==> config.mk <==
export PLATFORM = sky130hd
export DESIGN_NAME = execution_condition_tracker
export DESIGN_NICKNAME = d
export VERILOG_FILES = /design/src/rtl/execution_condition_tracker.sv
export SDC_FILE = /design/constraint.sdc
export NUM_CORES = 1
export LEC_CHECK = 0
export BUFFER_PORTS_ARGS = -buffer_cell sky130_fd_sc_hd__clkbuf_2
export CAP_MARGIN = 20
export CORE_UTILIZATION = 60
export DETAILED_ROUTE_END_ITERATION = 7
export PLACE_DENSITY = 0.94
export SLEW_MARGIN = 5
export SYNTH_ARGS = -nofsm -noshare
export SYNTH_HDL_FRONTEND = slang
export SYNTH_SLANG_ARGS = --single-unit
==> constraint.sdc <==
create_clock -name clk -period 4.64 [get_ports clk]
set_input_delay 0.464 -clock clk [delete_from_list [all_inputs] [get_ports clk]]
set_output_delay 0.464 -clock clk [all_outputs]
set_load 0.005 [all_outputs]
==> src/rtl/execution_condition_tracker.sv <==
`default_nettype none
// execution_condition_tracker: NUM_ECRS-entry ECR file (free -> busy -> resolved -> free) with SIC resolve ports.
// Optional macro ECR_OWNER_CHECK_EN: a resolve is only accepted when sic_write_id matches the entry owner.
module execution_condition_tracker #(
   parameter int NUM_ECRS = 4,
   parameter int NUM_SICS = 2,
   parameter int ID_WIDTH = 16,
   parameter int AW       = $clog2(NUM_ECRS)
) (
   input  logic                clk,
   input  logic                rst,
   input  logic                alloc_req,
   input  logic [ID_WIDTH-1:0] alloc_owner_id,
   output logic                alloc_grant,
   output logic [AW-1:0]       alloc_idx,
   input  logic                free_en,
   input  logic [AW-1:0]       free_idx,
   input  logic                flush_en,
   input  logic [ID_WIDTH-1:0] flush_id,
   input  logic [AW-1:0]       sic_read_addr  [NUM_SICS],
   output logic [1:0]          sic_read_data  [NUM_SICS],
   input  logic                sic_wen        [NUM_SICS],
   input  logic [AW-1:0]       sic_write_addr [NUM_SICS],
   input  logic [1:0]          sic_wdata      [NUM_SICS],
   input  logic [ID_WIDTH-1:0] sic_write_id   [NUM_SICS],
   output logic                sic_write_err  [NUM_SICS],
   output logic [1:0]          monitor_states [NUM_ECRS],
   output logic [AW:0]         free_count
);

   typedef enum logic [1:0] {
      ST_BUSY      = 2'b00,
      ST_NOT_TAKEN = 2'b01,
      ST_TAKEN     = 2'b10,
      ST_FREE      = 2'b11
   } ecr_state_e;

   ecr_state_e          state_q  [NUM_ECRS];
   ecr_state_e          state_d  [NUM_ECRS];
   logic [ID_WIDTH-1:0] owner_q  [NUM_ECRS];
   logic [ID_WIDTH-1:0] owner_d  [NUM_ECRS];
   logic                err_q    [NUM_SICS];
   logic                err_d    [NUM_SICS];
   logic [ID_WIDTH-1:0] age_w    [NUM_ECRS];
   logic                kill_w   [NUM_ECRS];
   logic                legal_w  [NUM_SICS];
   logic                accept_w [NUM_SICS];
   logic                any_free_w;

   // Descending scan leaves the lowest FREE index in alloc_idx.
   always_comb begin
      any_free_w = 1'b0;
      alloc_idx  = '0;
      free_count = '0;
      for (int e = NUM_ECRS - 1; e >= 0; e--) begin
         if (state_q[e] == ST_FREE) begin
            any_free_w = 1'b1;
            alloc_idx  = AW'(e);
            free_count = free_count + (AW + 1)'(1);
         end
      end
      alloc_grant = alloc_req && !flush_en && any_free_w;
   end

   // Owner is younger when the wrapped difference is positive in signed ID_WIDTH arithmetic.
   always_comb begin
      for (int e = 0; e < NUM_ECRS; e++) begin
         age_w[e]  = owner_q[e] - flush_id;
         kill_w[e] = (flush_en && (state_q[e] != ST_FREE) &&
                      !age_w[e][ID_WIDTH-1] && (age_w[e] != '0)) ||
                     (free_en && (free_idx == AW'(e)));
      end
   end

   always_comb begin
      for (int s = 0; s < NUM_SICS; s++) begin
         legal_w[s] = sic_wen[s] &&
                      (state_q[sic_write_addr[s]] == ST_BUSY) &&
                      ((sic_wdata[s] == 2'b01) || (sic_wdata[s] == 2'b10))
`ifdef ECR_OWNER_CHECK_EN
                      && (owner_q[sic_write_addr[s]] == sic_write_id[s])
`endif
                      ;
      end
   end

`ifndef ECR_OWNER_CHECK_EN
   logic [NUM_SICS-1:0] unused_write_id_w;
   always_comb begin
      for (int s = 0; s < NUM_SICS; s++) begin
         unused_write_id_w[s] = ^sic_write_id[s];
      end
   end
`endif

   // A lower-index legal resolve to the same entry wins; a free/flush on the entry silences the error.
   always_comb begin
      for (int s = 0; s < NUM_SICS; s++) begin
         logic lost;
         lost = 1'b0;
         for (int j = 0; j < s; j++) begin
            if (legal_w[j] && (sic_write_addr[j] == sic_write_addr[s])) begin
               lost = 1'b1;
            end
         end
         accept_w[s] = legal_w[s] && !lost && !kill_w[sic_write_addr[s]];
         err_d[s]    = sic_wen[s] && !kill_w[sic_write_addr[s]] && !(legal_w[s] && !lost);
      end
   end

   always_comb begin
      state_d = state_q;
      owner_d = owner_q;
      if (alloc_grant) begin
         state_d[alloc_idx] = ST_BUSY;
         owner_d[alloc_idx] = alloc_owner_id;
      end
      for (int s = 0; s < NUM_SICS; s++) begin
         if (accept_w[s]) begin
            state_d[sic_write_addr[s]] = ecr_state_e'(sic_wdata[s]);
         end
      end
      for (int e = 0; e < NUM_ECRS; e++) begin
         if (kill_w[e]) begin
            state_d[e] = ST_FREE;
         end
      end
   end

   always_ff @(posedge clk or posedge rst) begin
      if (rst) begin
         for (int e = 0; e < NUM_ECRS; e++) begin
            state_q[e] <= ST_FREE;
            owner_q[e] <= '0;
         end
         for (int s = 0; s < NUM_SICS; s++) begin
            err_q[s] <= 1'b0;
         end
      end else begin
         state_q <= state_d;
         owner_q <= owner_d;
         err_q   <= err_d;
      end
   end

   always_comb begin
      for (int e = 0; e < NUM_ECRS; e++) begin
         monitor_states[e] = state_q[e];
      end
      for (int s = 0; s < NUM_SICS; s++) begin
         sic_read_data[s] = state_q[sic_read_addr[s]];
         sic_write_err[s] = err_q[s];
      end
   end

endmodule
`default_nettype wire

# After elaboration in Yosys (flattened, before gate mapping)
# Cells that the tools add are included.
# word_totals
reg_bits	74
romBits	0
out_inout_bits	20
latch_bits	0
in_bits	85
n_memories	0
elab_cells	153
mem_bits_rw	0
# classes
n_shift	0
mux	49
magnitude_cmp	8
addsub	7
bitwise	7
n_mul	0
eq_ne	16
div_mod_pow	0
reduce_logical	56
# op_table
op	n
$bwmux 64	1
$reduce_bool 16->1	4
$sub 16x16->16	4
$mux 2	19
$logic_and 1x1->1	33
$demux 16 s2	1
$mux 8	3
$bmux 2 s2	4
$bwmux 8	2
$eq 2x2->1 const B	8
$mux 16	1
$ge 3x3->1 const B	5
$not 2->3	5
$demux 2 s2	3
$logic_not 1->1	10
$mux 1	10
$add 3x1->3 const B	3
$lt 3x1->1 const B	3
$mux 3	3
$and 8x8->8	1
$ne 2x2->1 const B	4
$not 8->8	1
$eq 2x1->1 const B	3
$logic_not 2->1	3
other kinds (3)	9

# Depth between registers and ports, before layout
# Gate-level depths: netlist of the first run.
# logic_depth
word_depth	18
mapped_depth	12
depth_no_buf	12

# Worst setup path after synthesis of the first run
# OpenSTA, ideal clock, no wires.
# synth_timing
path_type	in2reg
start	in flush_id[6]
end	reg err_q (netlist bit sic_write_err[0])
slack_ns	1.772
n_path_buf	1
t_required_ns	4.546
t_arrival_ns	2.774
stages	11
setup_ns	0.094
path_cell_list	inv_1 -> ha_1 -> buf_6 -> a2111o_1 -> o2111a_1 -> o211ai_1 -> nand4_1 -> a2111o_1 -> a31oi_2 -> mux2i_2 -> a221oi_2
# synth_rtl
element	line_no	rtl
start: declaration	19	input logic [ID_WIDTH-1:0] flush_id,
end signal: assignment	142	err_q <= err_d;
end: declaration	42	logic err_q [NUM_SICS];

==> results of run 1 <==
cells by family (layout without fill, tap and decap cells):
kind of cell    count (synthesis)  after routing
simple gates                  218            218
compound gates                200            200
mux                            76             76
flops                          74             74
fa+ha+maj                      68             68
buf+inv                        66            136
xor+xnor                       34             34
critical path: stages, from the launching register on:
cell and delay (ns):
dfrtp_1 0.36, inv_1 0.08, ha_1 0.22, fa_1 0.28, nor2b_4 0.07, o21ai_1 0.11, or3b_1 0.35, a2111o_1 0.41
nor4_1 0.36, nand3_1 0.20, o41ai_4 0.41, mux2i_2 0.15, a221oi_2 0.23
metrics by stage:
stage	hold slack [ns]	cell area (sq um)
final	0.3078	7556
after CTS	0.3408	7556
after floorplan	0.4794	6809
after global placement	0.4885	7258
after global routing	0.3986	7556
after detailed placement	0.4945	7258
sequential cells by signal, summed over array words and instances, names as in the netlist:
signal / count
sic_write_err: 2
monitor_states: 8
owner_q: 64
power by group:
part | internal, mW | total, mW | switching [mW]
registers | 0.977 | 1.21 | 0.235
clock network | 0.432 | 0.707 | 0.276
logic | 1.51 | 3.39 | 1.88
worst paths after layout:
check	slack, ns	endpoint	start	cells past startpoint
min in group clk	0.40	sic_write_err[0]	sic_wen[0]	3
worst max-delay path	1.34	sic_write_err[0]	owner_q[0]	12
worst min-delay path	0.31	owner_q[31]	rst	2
worst min register to register	0.50	owner_q[16]	owner_q[16]	1
max in group asynchronous	3.33	monitor_states[4]	rst	3
worst max register to register	1.34	sic_write_err[0]	owner_q[0]	12
cells in the mapped netlist, types with 16 or more instances:
cell type,instances
dfrtp_1,66
mux2_2,65
ha_1,64
nor2_1,47
inv_1,46
nand2_1,45
a21oi_1,39
o21ai_0,36
nor3_1,20
nand3_1,19
xor2_1,18
xnor2_1,16
metal layers:
metal	wire length (um)	track usage [%]	vias to the layer above	share of wire (%)
met2	9300	56.28	377	49
met4	770	17.47	0	4.1
li1	-	-	2915	-
met5	0	0	-	0
met3	1480	4.702	76	7.8
met1	7446	41.69	3072	39
final cells by class:
cell class | instances | area share (%)
Inverter | 46 | 2.285
Clock inverter | 4 | 0.6789
Sequential cell | 74 | 24.64
Tap cell | 140 | 2.318
Clock buffer | 12 | 3.262
Timing Repair Buffer | 74 | 4.968
Multi-Input combinational cell | 596 | 61.85
==> flow_metrics.env, run 1 <==
export IMPL_synthFlopType="dfrtp_1"
export IMPL_synth_nets=889
export IMPL_vias=6440
export IMPL_mostFrequentLayoutCells="clkbuf_2 (72), dfrtp_1 (66), mux2_2 (65), ha_1 (64), nor2_1 (47)"
export IMPL_period_needed_ns=3.301
export IMPL_synth_edff_count=0
export IMPL_synth_seq_area_share_pct=27.34
export IMPL_p_leak_nw=3.459
export IMPL_synth_cell_type_count=84
export IMPL_syn_cell_area_sq_mm=0.006809
export IMPL_worst_pin_slew_ns=1.019
export IMPL_routed_wl_mm=19.00
export IMPL_cp_max_fo=4
export IMPL_syn_avg_cell_area_sq_um=9.251
export IMPL_nFillCells=782
export IMPL_synthXorXnorAreaFrac_pct=4.373
export IMPL_cts_max_path_buffers=2
export IMPL_timing_final_ws_setup_ns=1.339
export IMPL_required_ns=4.89
export IMPL_end_kind="flop"
export IMPL_ys_seq_elements=74
export IMPL_clock_latency_ns=0.34
export IMPL_port_buffers=72
export IMPL_drv_slew=0
export IMPL_seqCellArea_sq_mm=0.001862
export IMPL_detail_route_antenna_nets=0
export IMPL_via_per_inst=6.808
export IMPL_status="complete, no violations"
export IMPL_cts_sinks=74
export IMPL_io_pins=105
export IMPL_wl_per_cell_um=20.08
export IMPL_die_height_um=108.5
export IMPL_synth_compound_area_share_pct=21.44
export IMPL_grt_max_degree=43
export IMPL_gp_congestion=0.9531
export IMPL_arrival_ns=3.55
export IMPL_power_mw=5.314
export IMPL_slew_headroom_pct=31.89
export IMPL_overflow=0
export IMPL_yosysWarnings=0
export IMPL_nets=954
export IMPL_core_area_sq_mm=0.01094
export IMPL_rsz0062_at_grt="false"
export IMPL_multi_input_area_sq_mm=0.004673
export IMPL_powerDensity_mw_per_mm2=703.2
export IMPL_htree_levels=3
export IMPL_die_w_um=108.5
export IMPL_antennaDiodeCount=0
export IMPL_vdd_ir_drop_max_uv=417.7
export IMPL_post_cts_buffers=0
export IMPL_layout_commonest_cell="clkbuf_2"
export IMPL_setup_tns_ns=0
export IMPL_path_class="flop to flop"
export IMPL_grt_pass1_wl_mm=30.40
export IMPL_drive_above_1_share_pct=23.70
export IMPL_cts_inserted_buffers=9
export IMPL_post_cts_resize_count=0
export IMPL_rows=38
export IMPL_drt_iter0_markers=647
export IMPL_area_growth_pct=10.97
export IMPL_synthTopCellsByArea="dfrtp_1 (24%), ha_1 (12%), mux2_2 (11%)"
export IMPL_cts_tree="done"
export IMPL_final_cells=946
export IMPL_yosysTopAreaCell="dfrtp_1"
export IMPL_min_period_over_period_pct=71.14
export IMPL_worstHoldPathType="input pin to async pin"
export IMPL_dp_cells=930
export IMPL_cts_hold_buf=0
export IMPL_netlist_area_leader_share_pct=24.26
export IMPL_grt_antenna_before_repair=0
export IMPL_synth_top_family_by_area="compound AO/OA/AOI/OAI gates"
export IMPL_grt_use_total_pct=33.49
export IMPL_synthCells=736
export IMPL_maxCapViolCount=0
export IMPL_report_final_hold_viol_count=0
export IMPL_hpwl_mm=14.11
export IMPL_synth_mux_area_share_pct=13.16
export IMPL_dieArea_sq_mm=0.01178
export IMPL_initial_core_util_pct=62.27
export IMPL_root_buffer="clkbuf_16"
export IMPL_yosys_area_share_simple_pct=16.72
export IMPL_first_pass_iters=6
export IMPL_fin_skew_ns=0.005082
export IMPL_pre_cts_ws_ns=1.148
export IMPL_ys_async_sr_fraction_pct=100.0
export IMPL_cp_start_kind="flop"
export IMPL_post_route_util_pct=69.10
export IMPL_clock_fmax_mhz=302.9
export IMPL_clk_pin_slew_worst_paths_ns=0.06
export IMPL_synthAdderAreaFrac_pct=12.94
export IMPL_setup_viol=0
export IMPL_post_route_drc_count=0
export IMPL_grt_pass1_vias=6182
Power figures use the tool's default switching activity.
==> run 2, diff against run 1 <==
--- a/config.mk
+++ b/config.mk
@@ -7,9 +7,9 @@
 export LEC_CHECK = 0
 export BUFFER_PORTS_ARGS = -buffer_cell sky130_fd_sc_hd__clkbuf_2
 export CAP_MARGIN = 20
-export CORE_UTILIZATION = 60
+export CORE_UTILIZATION = 53
 export DETAILED_ROUTE_END_ITERATION = 7
-export PLACE_DENSITY = 0.94
+export PLACE_DENSITY = 0.88
 export SLEW_MARGIN = 5
 export SYNTH_ARGS = -nofsm -noshare
 export SYNTH_HDL_FRONTEND = slang
==> constraint.sdc (replaced) <==
create_clock -name clk -period 3 [get_ports clk]
set_input_delay 0.3 -clock clk [delete_from_list [all_inputs] [get_ports clk]]
set_output_delay 0.3 -clock clk [all_outputs]
set_load 0.005 [all_outputs]
==> flow_metrics.env, run 2 (same netlist as run 1, synthesis figures left out) <==
export IMPL_status="finished with violations"
export IMPL_violations="setup timing"
export IMPL_grt_max_degree=39
export IMPL_final_area_sq_mm=0.008378
export IMPL_vdd_ir_drop_max_uv=569.4
export IMPL_setup_tns_ns=-0.1073
export IMPL_area_growth_pct=23.04
export IMPL_drt_iter0_markers=620
export IMPL_overflow=0
export IMPL_p_leak_nw=3.844
export IMPL_core_area_sq_mm=0.01257
export IMPL_arrival_ns=3.34
export IMPL_via_per_inst=6.537
export IMPL_grt_use_total_pct=30.90
export IMPL_multi_input_area_sq_mm=0.004882
export IMPL_power_mw=9.153
export IMPL_placed_area_sq_mm=0.007821
export IMPL_antennaDiodeCount=0
export IMPL_post_route_util_pct=66.66
export IMPL_dieArea_sq_mm=0.01330
export IMPL_critPathMaxStageDelay_ns=0.55
export IMPL_cp_top_family="compound AO/OA/AOI/OAI gates"
export IMPL_rows=41
export IMPL_min_period_over_period_pct=103.1
export IMPL_hpwl_mm=14.91
export IMPL_clk_pin_slew_worst_paths_ns=0.06
export IMPL_hold_ws_ns=0.1016
export IMPL_routed_wl_mm=21.21
export IMPL_worst_pin_slew_ns=0.8328
export IMPL_setup_viol=3
export IMPL_maxCapViolCount=0
export IMPL_path_class="flop to flop"
export IMPL_io_pins=105
export IMPL_initial_core_util_pct=54.18
export IMPL_end_kind="flop"
export IMPL_cts_tree="done"
export IMPL_fin_skew_ns=0.004568
export IMPL_seqCellArea_sq_mm=0.001862
export IMPL_critical_path_cell_chain="inv_2 > ha_4 > fa_2 > nand2_2 > nor3_4 > nand4_1 > a2111o_1 > nor4_4 > nand3_2 > o41ai_4 > buf_4 > mux2i_2 > a221oi_2"
export IMPL_cts_inserted_buffers=9
export IMPL_largest_register_ffs=64
export IMPL_cp_start_kind="flop"
export IMPL_rsz0062_at_grt="true"
export IMPL_root_buffer="clkbuf_16"
export IMPL_top_register="owner_q"
export IMPL_grt_pass1_wl_mm=31.57
export IMPL_htree_levels=3
export IMPL_worstHoldPathType="input pin to async pin"
export IMPL_gp_congestion=0.9469
export IMPL_grt_pass1_vias=6420
export IMPL_timing_final_ws_setup_ns=-0.09274
export IMPL_cp_max_fo=3
export IMPL_clock_fmax_mhz=323.3
export IMPL_cpMaxStageDelayCell="fa_2"
export IMPL_drv_slew=0
export IMPL_grt_antenna_before_repair=0
export IMPL_die_w_um=115.3
export IMPL_cts_max_path_buffers=2
export IMPL_drive_above_1_share_pct=33.94
export IMPL_powerDensity_mw_per_mm2=1092
export IMPL_mostFrequentLayoutCells="buf_4 (73), clkbuf_2 (72), dfrtp_1 (66), mux2_2 (65), ha_1 (60)"
export IMPL_slew_headroom_pct=44.40
export IMPL_post_route_drc_count=0
export IMPL_cts_sinks=74
export IMPL_nets=1026
export IMPL_layout_commonest_cell="buf_4"
export IMPL_period_needed_ns=3.093
export IMPL_report_final_hold_viol_count=0
export IMPL_worst_path_buf_inv=2
export IMPL_required_ns=3.25
export IMPL_vias=6864
export IMPL_wl_per_cell_um=20.20
export IMPL_die_height_um=115.3
export IMPL_nFillCells=867
export IMPL_port_buffers=72
export IMPL_clock_latency_ns=0.35
export IMPL_first_pass_iters=7
export IMPL_reg2reg_from="owner_q[0]"
export IMPL_detail_route_antenna_nets=0
export IMPL_setup_worst_path_start="owner_q[0]"
[run 2: changes by cell type in the layout (fill, tap and decap cells not counted), moves of 3 or more]
cell / before / now
a211oi_1: 12 / 8
a211oi_2: 0 / 3
buf_4: 2 / 73
fa_1: 4 / 0
fa_2: 0 / 4
ha_1: 64 / 60
[run 2: worst reg2reg max path, stage by stage (launching register included)]
cell,delay (ns)
dfrtp_1,0.35
inv_2,0.05
ha_4,0.16
fa_2,0.55
nand2_2,0.09
nor3_4,0.14
nand4_1,0.13
a2111o_1,0.45
nor4_4,0.19
nand3_2,0.16
o41ai_4,0.22
buf_4,0.19
mux2i_2,0.07
a221oi_2,0.24
[run 2: final cells by class]
class	count	area share (%)
clock buffers	9	2.688
clock inverters	7	1.105
inverters	46	2.061
multi-input cells	596	58.27
flip-flops and latches	74	22.22
well taps	172	2.569
repair buffers	146	11.08
[run 2: repair_timing]
item | in CTS | in global routing
buffers inserted | 2 | 2
pin swaps | 5 | 20
resized for setup | 11 | 33
endpoints found under the hold margin | 0 | 0
setup endpoints to repair | 5 | 7
hold buffers | 0 | 0
[run 2: routing by layer]
layer	vias to the layer above	global-route usage, %	share of wire (%)
met5	-	0	0
met4	0	13.77	4.0
met3	100	6.537	8.4
met2	405	52.42	49
met1	3309	37.77	38
li1	3050	-	-
[run 2: power breakdown]
part	switching (mW)	internal, mW	total (mW)	leakage, nW
registers	0.383	1.51	1.90	0.880
logic	3.25	2.83	6.08	2.80
clock network	0.451	0.728	1.18	0.160
total	4.08	5.07	9.15	3.84
[run 2: worst paths after layout]
check                                    to  slack (ns)  depth (start not counted)
max                        sic_write_err[0]       -0.09                         13
min                             owner_q[31]        0.10                          2
max reg2reg                sic_write_err[0]       -0.09                         13
min reg2reg                     owner_q[46]        0.51                          1
max in group asynchronous       owner_q[52]        2.21                          3
min in group clk           sic_write_err[0]        0.24                          3
[run 2: stage by stage]
step | worst slack (ns) | instances
floorplan | 0.2619 | 736
finish | -0.09274 | 1050
CTS | -0.03339 | 1048
detailed placement | -0.2563 | 1030
global route | -0.2053 | 1050
global placement | -0.1336 | 1030
